`config.mk`:
```
export PLATFORM = sky130hd
export DESIGN_NAME = ps2_keyboard
export DESIGN_NICKNAME = d
export VERILOG_FILES = /design/src/rtl/ps2_keyboard.sv
export SDC_FILE = /design/constraint.sdc
export NUM_CORES = 1
export LEC_CHECK = 0
export BUFFER_PORTS_ARGS = -buffer_cell sky130_fd_sc_hd__buf_2
export CAP_MARGIN = 10
export CORE_UTILIZATION = 35
export CTS_BUF_LIST = sky130_fd_sc_hd__clkbuf_8
export DETAILED_ROUTE_END_ITERATION = 8
export GPL_TIMING_DRIVEN = 0
export SLEW_MARGIN = 20
export SYNTH_ARGS = -nofsm -noshare
export SYNTH_HDL_FRONTEND = slang
export SYNTH_SLANG_ARGS = --single-unit
```
`constraint.sdc`:
```
create_clock -name CLK -period 2.6 [get_ports CLK]
set_clock_uncertainty 0.15 [all_clocks]
set_input_delay 0.13 -clock CLK [delete_from_list [all_inputs] [get_ports CLK]]
set_output_delay 0.13 -clock CLK [all_outputs]
set_load 0.05 [all_outputs]
```
`src/rtl/ps2_keyboard.sv`:
```
// PS/2 keyboard receiver and scan-code decoder feeding the Hack keyboard register.
// Define PS2_PARITY_CHECK_EN to drop bytes whose parity bit is wrong.
`timescale 1ns/1ps

module ps2_keyboard #(
    parameter int TIMEOUT_CYCLES = 50000
) (
    input  logic        CLK,
    input  logic        reset,
    input  logic        ps2_clk,
    input  logic        ps2_data,
    output logic [15:0] key,
    output logic        key_valid,
    output logic        frame_err
);

    typedef enum logic [1:0] {IDLE, DATA, PARITY, STOP} rx_state_t;

    localparam int TW = $clog2(TIMEOUT_CYCLES + 1);
    localparam logic [TW-1:0] TO_LAST = TW'(TIMEOUT_CYCLES - 1);

    rx_state_t     state, state_nxt;
    logic          clk_s1, clk_s2, clk_prev, dat_s1, dat_s2;
    logic          fall, timeout, stop_ok, parity_ok;
    logic          rdy_set, err_set, shift_en, par_en, start_en;
    logic [2:0]    bit_cnt;
    logic [7:0]    shreg;
    logic          par_bit;
    logic [TW-1:0] to_cnt;
    logic          byte_rdy;
    logic          ext, brk, shift;
    logic [8:0]    last_scan;
    logic          ext_n, brk_n, shift_n;
    logic [8:0]    last_n;
    logic [15:0]   key_n;
    logic [16:0]   mapped;

    // Synchronizers reset to the idle-high line level so reset never fakes an edge.
    always_ff @(posedge CLK) begin
        if (reset) begin
            clk_s1   <= 1'b1;
            clk_s2   <= 1'b1;
            clk_prev <= 1'b1;
            dat_s1   <= 1'b1;
            dat_s2   <= 1'b1;
        end else begin
            clk_s1   <= ps2_clk;
            clk_s2   <= clk_s1;
            clk_prev <= clk_s2;
            dat_s1   <= ps2_data;
            dat_s2   <= dat_s1;
        end
    end

    assign fall    = clk_prev & ~clk_s2;
    assign timeout = (state != IDLE) && !fall && (to_cnt == TO_LAST);

`ifdef PS2_PARITY_CHECK_EN
    assign parity_ok = ^{shreg, par_bit};
`else
    // Parity is captured but deliberately ignored in this build.
    assign parity_ok = par_bit | 1'b1;
`endif
    assign stop_ok = dat_s2 & parity_ok;

    always_ff @(posedge CLK) begin
        if (reset) state <= IDLE;
        else       state <= state_nxt;
    end

    always_comb begin
        state_nxt = state;
        if (timeout) begin
            state_nxt = IDLE;
        end else if (fall) begin
            case (state)
                IDLE:    if (!dat_s2) state_nxt = DATA;
                DATA:    if (bit_cnt == 3'd7) state_nxt = PARITY;
                PARITY:  state_nxt = STOP;
                STOP:    state_nxt = IDLE;
                default: state_nxt = IDLE;
            endcase
        end
    end

    always_comb begin
        start_en = (state == IDLE) && fall && !dat_s2;
        shift_en = (state == DATA) && fall;
        par_en   = (state == PARITY) && fall;
        rdy_set  = (state == STOP) && fall && stop_ok;
        err_set  = ((state == STOP) && fall && !stop_ok) || timeout;
    end

    always_ff @(posedge CLK) begin
        if (reset) begin
            bit_cnt   <= '0;
            shreg     <= '0;
            par_bit   <= 1'b0;
            to_cnt    <= '0;
            byte_rdy  <= 1'b0;
            frame_err <= 1'b0;
        end else begin
            if (start_en) bit_cnt <= '0;
            else if (shift_en) bit_cnt <= bit_cnt + 3'd1;
            if (shift_en) shreg <= {dat_s2, shreg[7:1]};
            if (par_en) par_bit <= dat_s2;
            if (state == IDLE || fall || timeout) to_cnt <= '0;
            else to_cnt <= to_cnt + TW'(1);
            byte_rdy  <= rdy_set;
            frame_err <= err_set;
        end
    end

    // Returns {hit, hack_code}; only the four arrow keys are recognised after E0.
    function automatic logic [16:0] map_code(input logic e, input logic [7:0] c, input logic sh);
        logic [16:0] r;
        r = '0;
        if (e) begin
            case (c)
                8'h6B: r = {1'b1, 16'd130};
                8'h75: r = {1'b1, 16'd131};
                8'h74: r = {1'b1, 16'd132};
                8'h72: r = {1'b1, 16'd133};
                default: r = '0;
            endcase
        end else begin
            case (c)
                8'h1C: r = {1'b1, 16'd65};  8'h32: r = {1'b1, 16'd66};
                8'h21: r = {1'b1, 16'd67};  8'h23: r = {1'b1, 16'd68};
                8'h24: r = {1'b1, 16'd69};  8'h2B: r = {1'b1, 16'd70};
                8'h34: r = {1'b1, 16'd71};  8'h33: r = {1'b1, 16'd72};
                8'h43: r = {1'b1, 16'd73};  8'h3B: r = {1'b1, 16'd74};
                8'h42: r = {1'b1, 16'd75};  8'h4B: r = {1'b1, 16'd76};
                8'h3A: r = {1'b1, 16'd77};  8'h31: r = {1'b1, 16'd78};
                8'h44: r = {1'b1, 16'd79};  8'h4D: r = {1'b1, 16'd80};
                8'h15: r = {1'b1, 16'd81};  8'h2D: r = {1'b1, 16'd82};
                8'h1B: r = {1'b1, 16'd83};  8'h2C: r = {1'b1, 16'd84};
                8'h3C: r = {1'b1, 16'd85};  8'h2A: r = {1'b1, 16'd86};
                8'h1D: r = {1'b1, 16'd87};  8'h22: r = {1'b1, 16'd88};
                8'h35: r = {1'b1, 16'd89};  8'h1A: r = {1'b1, 16'd90};
                8'h45: r = {1'b1, sh ? 16'd41 : 16'd48};
                8'h16: r = {1'b1, sh ? 16'd33 : 16'd49};
                8'h1E: r = {1'b1, sh ? 16'd64 : 16'd50};
                8'h26: r = {1'b1, sh ? 16'd35 : 16'd51};
                8'h25: r = {1'b1, sh ? 16'd36 : 16'd52};
                8'h2E: r = {1'b1, sh ? 16'd37 : 16'd53};
                8'h36: r = {1'b1, sh ? 16'd94 : 16'd54};
                8'h3D: r = {1'b1, sh ? 16'd38 : 16'd55};
                8'h3E: r = {1'b1, sh ? 16'd42 : 16'd56};
                8'h46: r = {1'b1, sh ? 16'd40 : 16'd57};
                8'h29: r = {1'b1, 16'd32};
                8'h5A: r = {1'b1, 16'd128};
                8'h66: r = {1'b1, 16'd129};
                8'h76: r = {1'b1, 16'd140};
                default: r = '0;
            endcase
        end
        return r;
    endfunction

    assign mapped = map_code(ext, shreg, shift);

    // Prefix bytes only set flags; any other byte consumes and clears them.
    always_comb begin
        ext_n   = ext;
        brk_n   = brk;
        shift_n = shift;
        key_n   = key;
        last_n  = last_scan;
        if (byte_rdy) begin
            if (shreg == 8'hE0) begin
                ext_n = 1'b1;
            end else if (shreg == 8'hF0) begin
                brk_n = 1'b1;
            end else begin
                ext_n = 1'b0;
                brk_n = 1'b0;
                if (!ext && (shreg == 8'h12 || shreg == 8'h59)) begin
                    shift_n = !brk;
                end else if (brk) begin
                    if ({ext, shreg} == last_scan) key_n = '0;
                end else if (mapped[16]) begin
                    key_n  = mapped[15:0];
                    last_n = {ext, shreg};
                end
            end
        end
    end

    always_ff @(posedge CLK) begin
        if (reset) begin
            ext       <= 1'b0;
            brk       <= 1'b0;
            shift     <= 1'b0;
            last_scan <= '0;
            key       <= '0;
            key_valid <= 1'b0;
        end else begin
            ext       <= ext_n;
            brk       <= brk_n;
            shift     <= shift_n;
            last_scan <= last_n;
            key       <= key_n;
            key_valid <= (key_n != key);
        end
    end

endmodule

```
==> metrics.csv <==
metric,value,unit
wire_length_of_the_first_global_routing_pass,21220,um
floorplan.die.height,111.7,um
power_density_over_the_cells,330.2,mW/mm^2
total_power_of_the_final_layout,1900,uW
synth.lib_cells_used.distinct,76,
fmax,346.8,MHz
synth.area.top_cells,"dfxtp_1 (31%), nor2_1 (4.6%), nand2_1 (4.5%), a21oi_1 (3.8%), xor2_1 (3.3%)",
place.port_buffers,21,
antenna-diode-count,0,
critical_path_cell_by_cell,buf_6 -> buf_4 -> or2_2 -> o32a_1 -> nand4_1 -> nand4bb_4 -> o211ai_1 -> buf_4 -> nor3b_2 -> nor4_2 -> o31ai_2,
layout-drive-gt1-share,32.46,%
dp_worst_setup_slack,-0.8427,ns
layout_common_cells,"dfxtp_1 (57), nand2_1 (49), nor2_1 (48)",
cts_inserted_buffers,9,
synth_area,0.004213,sq mm
clock_tree.htree_level_count,3,
rows,39,
drv_slew,0,
timing.critical_path.arrival,2.97,ns
initial_utilization,36.43,%
cts_tree,built,
synth.largest_area_cell,dfxtp_1,
timing.final.crit_period,2.883,ns
finish.utilization,49.77,%
wl,14110,um
drt.antenna.violating_nets,0,
area.growth.synth_to_final,36.62,%
clock_tree.root_cell,clkbuf_8,
synth-seq-cells,65,
avgSynthCellArea,8.070,sq um
clock-sinks,65,
place.gp.congestion,0.9429,
setup_violating_endpoint_count_in_the_final_report,22,
i_o_pins,22,
final_worst_path_setup_slack,-0.2833,ns
timing.slew.headroom,56.35,%
dr.pass1.iters,7,
critical_path_required,2.68,ns
hold_viol_final,0,
setup.worst_path.class,flip-flop to flip-flop,
clock_insertion_delay_worst_skew,0.34,ns
grt_util_all_layers,21.35,%
async_reset_ff_share,0,%
viasPerCell,6.025,
cpMaxStageDelayCell,o32a_1,
grt_start_max_net_pins,11,
timing.critical_path.from_type,flip-flop,
cts.clk_slew.worst_paths,0.08,ns
cpMostUsedCell,buf_4,
layout_worst_path_cycle_share,110.9,%
synth_cells,522,
vdd_drop_max,300.9,uV
critical_path_peak_fanout,6,
drt_iter0_drc,426,
post_detailed_placement_half_perimeter_wirelength,9149,um
critical_path.endpoint_type,flip-flop,
setup-tns-final,-3.267,ns
coreArea,0.01156,sq mm
grt_setup_unrepaired,yes,
total_number_of_vias,4537,
p_leak,0.002091,uW
failing_checks,"design-rule violations, negative setup slack",
grt_antenna_before_repair,0,
fp.dieW,111.7,um
drc,1,
syn_nets,533,
synth.yosys.seq_area_share,30.89,%
max_stage_delay,0.39,ns
final_nets,616,
outcome,"finished, violations left",
hold-worst-slack,0.03881,ns
clockBufferDepth,2,
yosys.area.top_type_share,30.89,%
maxCapViolations,0,
first_global_vias,4150,
die_area,0.01248,sq mm
yosys_warnings,0,
holdCritPathClass,input port to flip-flop,
drt-wirelength-per-cell,18.74,um
mostFrequentLayoutCell,dfxtp_1,
worst_pin_slew,0.6547,ns
synth-edff-count,0,
grt.overflow.total,0,
postSynth.topFlopCell,dfxtp_1,
cell usage after synthesis, types with 13 or more instances:
cell type,instances
dfxtp_1,65
o21ai_0,13
a21oi_1,32
inv_1,15
xor2_1,16
nand3_1,15
nor3_1,15
buf_2,21
clkbuf_1,15
nor2b_1,14
nand2_1,50
nor2_1,52
registers in the layout, summed over array words and instances, names as in the netlist:
signal	cells
key	16
to_cnt	16
last_scan	9
shreg	8
bit_cnt	3
state	2
brk	1
byte_rdy	1
clk_prev	1
clk_s1	1
clk_s2	1
dat_s1	1
dat_s2	1
ext	1
frame_err	1
key_valid	1
shift	1
per-layer routing:
layer	up-vias	track usage, %	wire length (um)
met5	-	0	0
met2	282	33.21	6454
met1	2121	27.25	5766
met4	0	12.70	673
li1	2070	-	-
met3	64	4.355	1219
repair_timing:
item	4_1_cts	5_1_grt
endpoints found under the hold margin	2	0
setup endpoints to repair	26	26
buffers inserted	15	32
hold buffers	2	0
gates cloned	1	3
pin swaps	21	32
gates resized for setup	81	75
report_power, final:
group          switching (uW)  internal, uW
Sequential               8.26          1000
Combinational            47.4          25.5
Clock                     363           455
Total                     419          1480
final timing paths:
check | from | to | slack, ns | cells past startpoint
worst min-delay path | reset | key[8]$_SDFF_PP0_ | 0.04 | 3
worst max register to register | shreg[7]$_SDFFE_PP0P_ | key_valid$_SDFF_PP0_ | -0.28 | 11
worst min register to register | dat_s1$_SDFF_PP1_ | dat_s2$_SDFF_PP1_ | 0.26 | 1
worst max-delay path | shreg[7]$_SDFFE_PP0P_ | key_valid$_SDFF_PP0_ | -0.28 | 11
area by class of cell:
class	instances	area [sq um]
Timing Repair Buffer	73	584.3
Tap cell	143	178.9
Clock inverter	6	51.30
Multi-Input combinational cell	401	3035
Inverter	15	56.30
Fill cell	1049	5809
Sequential cell	65	1319
Clock buffer	10	137.6
Buffer	40	392.9
cell families after synthesis:
kind of cell | after synthesis | share of synthesized area (%)
and+or+nand+nor | 235 | 31.30
AOI/OAI and AO/OA | 124 | 22.28
buffers and inverters | 56 | 5.880
adders and majority gates | 7 | 2.079
DFF | 65 | 30.89
xor gates and xnor gates | 25 | 5.198
muxes | 10 | 2.376
through the flow:
step | area (sq um) | instances
global route | 5756 | 753
CTS | 5136 | 719
floorplan | 4239 | 522
global placement | 4523 | 686
detailed placement | 4523 | 686
finish | 5756 | 753
worst max-delay path: cells and delay by family, from the launching register on:
| family | cells | cell delay, ns |
|---|---|---|
| DFF | 1 | 0.32 |
| and+or+nand+nor | 5 | 1.00 |
| AOI/OAI and AO/OA | 3 | 0.85 |
| buffers and inverters | 3 | 0.46 |
(Power assumes the default switching activity.)
